**src/rtl/procesor_pkg.sv**
```systemverilog
// Shared processor constants and the fetch-unit state type.
package procesor_pkg;

  localparam int unsigned ADDR_WIDTH_DEF = 8;
  localparam int unsigned DATA_WIDTH_DEF = 16;

  typedef enum logic {
    RUN,
    HALT
  } stan_e;

endpackage

```
**src/rtl/licznik_pc.sv**
```systemverilog
// Program counter: register, sequential increment and jump mux (jump wins).
module licznik_pc #(
  parameter int unsigned ADDR_WIDTH = procesor_pkg::ADDR_WIDTH_DEF
) (
  input  logic                  clk_i,
  input  logic                  rst_i,
  input  logic                  inc_i,
  input  logic                  jmp_i,
  input  logic [ADDR_WIDTH-1:0] jmp_addr_i,
  output logic [ADDR_WIDTH-1:0] pc_o
);

  logic [ADDR_WIDTH-1:0] pc_q, pc_d;

  always_comb begin
    pc_d = pc_q;
    if (jmp_i) begin
      pc_d = jmp_addr_i;
    end else if (inc_i) begin
      // Truncation to ADDR_WIDTH gives the modulo wrap.
      pc_d = pc_q + ADDR_WIDTH'(1);
    end
  end

  always_ff @(posedge clk_i) begin
    if (rst_i) begin
      pc_q <= '0;
    end else begin
      pc_q <= pc_d;
    end
  end

  assign pc_o = pc_q;

endmodule

```
**src/rtl/jednostka_pobierania.sv**
```systemverilog
// Instruction fetch unit: RUN/HALT FSM, instruction register and ready/valid handshake.
// Optional macro FETCH_WRAP_HALT_EN: halt after fetching the last address instead of wrapping.
module jednostka_pobierania
  import procesor_pkg::*;
#(
  parameter int unsigned ADDR_WIDTH = ADDR_WIDTH_DEF,
  parameter int unsigned DATA_WIDTH = DATA_WIDTH_DEF
) (
  input  logic                  clk,
  input  logic                  rst,
  output logic [ADDR_WIDTH-1:0] pc_addr,
  input  logic [DATA_WIDTH-1:0] instr_in,
  output logic [DATA_WIDTH-1:0] instr_out,
  output logic [ADDR_WIDTH-1:0] instr_pc,
  output logic                  instr_valid,
  input  logic                  instr_ready,
  input  logic                  jmp_en,
  input  logic [ADDR_WIDTH-1:0] jmp_addr,
  input  logic                  halt,
  output logic                  halted
);

  stan_e                 state_q, state_d;
  logic [DATA_WIDTH-1:0] ir_q, ir_d;
  logic [ADDR_WIDTH-1:0] ipc_q, ipc_d;
  logic                  valid_q, valid_d;
  logic [ADDR_WIDTH-1:0] pc;
  logic                  pc_inc, pc_jmp;
  logic                  accept;

  licznik_pc #(
    .ADDR_WIDTH(ADDR_WIDTH)
  ) u_licznik_pc (
    .clk_i     (clk),
    .rst_i     (rst),
    .inc_i     (pc_inc),
    .jmp_i     (pc_jmp),
    .jmp_addr_i(jmp_addr),
    .pc_o      (pc)
  );

  assign accept = valid_q & instr_ready;

  always_comb begin
    state_d = state_q;
    ir_d    = ir_q;
    ipc_d   = ipc_q;
    valid_d = valid_q;
    pc_inc  = 1'b0;
    pc_jmp  = 1'b0;
    unique case (state_q)
      RUN: begin
        if (halt) begin
          // Halt discards a simultaneous jump; IR only drains via the handshake.
          state_d = HALT;
          if (accept) valid_d = 1'b0;
        end else if (jmp_en) begin
          pc_jmp  = 1'b1;
          valid_d = 1'b0;
        end else if (!valid_q || accept) begin
          ir_d    = instr_in;
          ipc_d   = pc;
          valid_d = 1'b1;
`ifdef FETCH_WRAP_HALT_EN
          if (pc == '1) begin
            state_d = HALT;
          end else begin
            pc_inc = 1'b1;
          end
`else
          pc_inc  = 1'b1;
`endif
        end
      end
      HALT: begin
        if (accept) valid_d = 1'b0;
      end
    endcase
  end

  always_ff @(posedge clk) begin
    if (rst) begin
      state_q <= RUN;
      ir_q    <= '0;
      ipc_q   <= '0;
      valid_q <= 1'b0;
    end else begin
      state_q <= state_d;
      ir_q    <= ir_d;
      ipc_q   <= ipc_d;
      valid_q <= valid_d;
    end
  end

  assign pc_addr     = pc;
  assign instr_out   = ir_q;
  assign instr_pc    = ipc_q;
  assign instr_valid = valid_q;
  assign halted      = (state_q == HALT);

endmodule

```
**config.mk**
```make
export PLATFORM = sky130hd
export DESIGN_NAME = jednostka_pobierania
export DESIGN_NICKNAME = d
export VERILOG_FILES = /design/src/rtl/procesor_pkg.sv /design/src/rtl/licznik_pc.sv /design/src/rtl/jednostka_pobierania.sv
export SDC_FILE = /design/constraint.sdc
export NUM_CORES = 1
export LEC_CHECK = 0
export CAP_MARGIN = 20
export CORE_ASPECT_RATIO = 0.6
export CORE_MARGIN = 1.5
export CORE_UTILIZATION = 40
export CTS_CLUSTER_DIAMETER = 80
export DETAILED_ROUTE_END_ITERATION = 12
export PLACE_DENSITY = 0.74
export SYNTH_ARGS = -nofsm -noshare
export SYNTH_HDL_FRONTEND = slang
export SYNTH_HIERARCHICAL = 1
export SYNTH_SLANG_ARGS = --single-unit
```
**constraint.sdc**
```tcl
create_clock -name clk -period 5.9 [get_ports clk]
set_input_delay 1.18 -clock clk [delete_from_list [all_inputs] [get_ports clk]]
set_output_delay 1.18 -clock clk [all_outputs]
set_load 0.02 [all_outputs]
```
Word level (Yosys, flattened, before mapping)
Cells that the tools add are included.
- logic and storage cells: 31
- RAM bits: 0
- register bits: 34
- output and inout port bits: 34
- latch bits: 0
- bits of input ports: 29
- memories kept: 0
- ROM bits: 0
- bitwise operators: 4
- add/sub/neg operators: 1
- shift-type cells: 0
- reduce and logical (&&, ||, !) cells: 4
- multiply operators: 0
- $lt $le $gt $ge: 0
- div/mod/pow operators: 0
- multiplexer cells: 16
- equal/unequal tests: 1
- operators by type and width (operator ; number):
    $mux 8 ; 2
    $mux 1 ; 13
    $add 8x1->8 const B ; 1
    $ne 4x4->1 const B ; 1
    $reduce_and 4->1 ; 1
    $not 1->1 ; 3
    $pmux 1 s2 ; 1
    $reduce_bool 2->1 ; 1
    $and 1x1->1 ; 1
    $logic_not 1->1 ; 1
    $logic_or 1x1->1 ; 1

Longest topological paths before layout
- depth after elaboration: 8
- gate-level depth with buffers: 7
- gate-level depth less buffers: 5

By module
The synthesis kept the hierarchy.
- modules (own cells, without submodules) (module ; area an instance (µm²) ; sequential area each (µm²) ; cells each ; instances):
    jednostka_pobierania ; 1181.1 ; 520.5 ; 113 ; 1
    licznik_pc ; 464.2 ; 160.2 ; 53 ; 1

Worst setup path before layout
OpenSTA, ideal clock, no wires.
- path type: in2reg
- from: in halt
- to: reg u_licznik_pc.pc_q[7], in the netlist u_licznik_pc/pc_o[7]
- setup slack: 2.881 ns
- required time: 5.821 ns
- arrival: 2.940 ns
- library setup time: 0.079 ns
- buffers on the path: 2
- stages: 7
- path through: or3_4 -> nor2_8 -> buf_12 -> buf_6 -> or3b_1 -> or4_1 -> o211ai_1
- longest elaborated chain between the ends: 3
- elaborated cells on any way between the ends: 6
- those cells by class: 5 x mux; 1 x reduce/logical
- RTL lines (item ; RTL line ; source):
    start, declared ; jednostka_pobierania.sv:19 ; input logic halt,
    $mux 1 ; jednostka_pobierania.sv:53 ; if (halt) begin
    $mux 1 ; jednostka_pobierania.sv:51 ; unique case (state_q)
    net pc_inc ; jednostka_pobierania.sv:28 ; logic pc_inc, pc_jmp;
    $reduce_bool 2->1 (no source line) ; - ;
    end signal, assigned ; licznik_pc.sv:29 ; pc_q <= pc_d;
    end, declared ; licznik_pc.sv:13 ; logic [ADDR_WIDTH-1:0] pc_q, pc_d;
The timed path passes the listed nets, and every way through them passes these cells.
A chain may end at the register's enable or synchronous reset.

Worst setup path in the final report
- from: in halt
- to: reg u_licznik_pc.pc_q[5], in the netlist u_licznik_pc/pc_o[5]
- longest elaborated chain between the ends: 3
- elaborated cells on any way between the ends: 6
- those cells by class: 5 x mux; 1 x reduce/logical
- RTL lines (item ; RTL line):
    $mux 1 ; jednostka_pobierania.sv:53
    $mux 1 ; jednostka_pobierania.sv:51
    $mux 8 / $reduce_bool 2->1 (equally long branches) ; -
Parallel ways exist; a longest one is shown, timed or not.

==> impl_metrics.py <==
metrics = {
    "run_status": {
        "status": "finished clean",
    },
    "clocking": {
        "cts_hold_buffers": 0,
        "post_cts_resized": 0,
        "clock_latency_ns": 0.28,
        "cts_buffers": 5,
        "post_cts_buffers": 0,
        "cts_root_buffer": "clkbuf_8",
        "clkSinkCount": 34,
        "cts_buffer_depth": 2,
        "cts_tree": "yes",
        "clkSlewWorstSetupHoldPaths_ns": 0.06,
        "htreeDepth": 2,
    },
    "worst_hold_path": {
        "hold_depth": 2,
        "hp-class": "reg2reg",
    },
    "layout": {
        "nFillCells": 309,
        "nets": 256,
        "seq_area_um2": 681,
        "design_area_mm2": 0.00233,
        "layout-drive-gt1-share_pct": 4.44,
        "multiInputGateArea_um2": 876,
        "antenna_cells": 0,
        "final_cells": 272,
        "syn_to_final_growth_pct": 41.8,
    },
    "timing": {
        "finalWorstPathRequiredPeriod_ns": 3.37,
        "grt_setup_unrepaired": "no",
        "hold_viol_final": 0,
        "holdWs_ns": 0.472,
        "worstMarginPinSlew_ns": 0.641,
        "finClkSkew_ns": 0.00600,
        "timing.fmax_mhz": 297,
        "finalCritPeriodShare_pct": 57.1,
        "tns_ns": 0,
        "setup_ws_ns": 2.53,
        "final_max_slew_viol_count": 0,
        "setup_viol": 0,
        "relSlewSlack_pct": 57.3,
    },
    "placed_design": {
        "dpl_worst_slack_ns": 2.23,
        "port_buffers": 62,
        "dp.cells": 266,
        "hpwl_um": 2590,
        "place_congestion": 0.761,
        "placed_area_mm2": 0.00225,
    },
    "logic_synthesis": {
        "synth_area_leader_cell": "dfxtp_1",
        "yosysWarnings": 6,
        "async_flop_share_pct": 0,
        "syn-num-nets": 196,
        "synthFlopType": "dfxtp_1",
        "syn_avg_cell_area_um2": 9.91,
        "ys_seq_area_share_pct": 41.4,
        "ys_types": 29,
        "synth_cells": 166,
        "synth_top_area_share_pct": 41.4,
        "ys_ff_latch": 34,
        "synth-edff-count": 0,
        "synth_area_leaders": "dfxtp_1 41%, nand2b_1 18%, mux2i_1 16%",
        "syn-cell-area_mm2": 0.00165,
    },
    "grt": {
        "grt_start_max_net_pins": 61,
        "grt_pass1_vias": 1287,
        "track_usage_pct": 17.4,
        "grt_overflow": 0,
        "antenna_found_initial": 0,
        "grt_pass1_wl_um": 5820,
    },
    "route": {
        "detail-route-antenna-nets": 0,
        "drtIter0Drc": 60,
        "routedWlPerCell_um": 13.7,
        "firstDrtPassIters": 4,
        "via_per_inst": 4.92,
        "via_count": 1338,
        "drcViolationCount": 0,
        "wl_um": 3740,
    },
    "setup_path": {
        "max_stage_delay_ns": 0.51,
        "cp_max_fo": 34,
        "critPathRequiredTime_ns": 6.10,
        "worstRegToRegCells": 5,
        "critical_path_class": "in2reg",
        "cpMaxStageDelayCell": "nor2_8",
        "start_kind": "input port",
        "arrival_ns": 3.57,
        "cp-end-kind": "flop",
        "cp_cell_sequence": "clkdlybuf4s50_1, or3_4, nor2_8, or3b_1, or4_1, o211ai_1",
    },
    "die": {
        "start_util_pct": 43.2,
        "core.rowCount": 17,
        "die_width_um": 85.8,
        "die_area_mm2": 0.00452,
        "design.core.area_mm2": 0.00381,
        "die_h_um": 52.7,
        "io_pins": 63,
    },
    "flow_run": {
        "cap_violations": 0,
    },
    "power": {
        "power_density_mw_per_mm2": 217,
        "leakagePower_uw": 0.000807,
        "vdd.ir_drop.worst_uv": 127,
    },
}
[metrics by stage]
step	util (%)	power, µW
4_1_cts	61.3	517
6_report	61.3	507
3_5_place_dp	59.1	347
2_1_floorplan	-	304
3_3_place_gp	59.1	344
5_1_grt	61.3	535
[cell usage after synthesis, types with 2 or more instances]
master,count
a21oi_1,4
inv_1,2
nor3b_1,3
mux2i_1,26
buf_12,2
a211oi_1,3
nor2_1,7
nand3_1,3
nand2b_1,48
xor2_1,4
clkbuf_1,6
nand4_1,3
o211ai_1,4
nand2_1,2
or4_1,2
dfxtp_1,34
[routing by layer]
layer  global-route usage [%]  routed length, µm
met1                     19.1               1650
met5                        0                  0
met4                     4.84                  7
met2                     29.8               1780
met3                     9.29                302
[cell usage in the layout, fill, tap and decap left out, types with 2 or more instances in the layout]
master and instances:
a211oi_1 3, dfxtp_1 34, nand4_1 3, inv_1 2
clkdlybuf4s50_1 62, nand2b_1 48, or4_1 2, mux2i_1 26
a21oi_1 4, nand2_1 2, nor3b_1 3, clkbuf_8 6
o211ai_1 4, nor2_1 7, xor2_1 4, nand3_1 3
[worst max-delay path: cells and delay by family]
family | cells | cell delay [ns]
simple gates | 4 | 1.86
compound gates | 1 | 0.10
buf+inv | 1 | 0.43
[layout make-up]
| cell class | instances | area share (%) |
|---|---|---|
| clock buffer | 6 | 3.54 |
| tap | 47 | 2.52 |
| timing repair buffer | 63 | 26.9 |
| sequential | 34 | 29.2 |
| inverter | 2 | 0.322 |
| multi-input combinational | 120 | 37.5 |
[flip-flops by register name (all words and copies together) (netlist names)]
name and flops:
instr_pc 8, halted 1, instr_out 16, u_licznik_pc/pc_o 8, instr_valid 1
[cells by family (layout without fill, tap and decap cells)]
| logic type | count (synthesis) | in the layout | synth area share, % |
|---|---|---|---|
| compound gates | 14 | 14 | 5.70 |
| xor+xnor | 4 | 4 | 2.13 |
| fa+ha+maj | 1 | 1 | 0.760 |
| buf+inv | 12 | 71 | 5.40 |
| flops | 34 | 34 | 41.4 |
| mux | 27 | 27 | 16.5 |
| simple gates | 74 | 74 | 28.1 |
[where the power goes]
group	total, µW	leakage, µW	switching [µW]	internal, µW
registers	250	0.000277	10.0	240
clock network	166	0.0000431	75.7	89.8
logic	91.8	0.000487	39.7	52.2
[path summary, 6_finish.rpt]
| kind | end | slack [ns] | startpoint |
|---|---|---|---|
| setup / recovery | u_licznik_pc/pc_o[5]$_SDFFE_PP0P_ | 2.53 | halt |
| hold / removal | instr_out[10]$_SDFFE_PP0P_ | 0.47 | instr_out[10]$_SDFFE_PP0P_ |
| setup reg to reg | u_licznik_pc/pc_o[5]$_SDFFE_PP0P_ | 3.59 | halted$_SDFF_PP0_ |
| hold reg to reg | instr_out[10]$_SDFFE_PP0P_ | 0.47 | instr_out[10]$_SDFFE_PP0P_ |
Note: power is estimated with default switching activity, not from simulation.
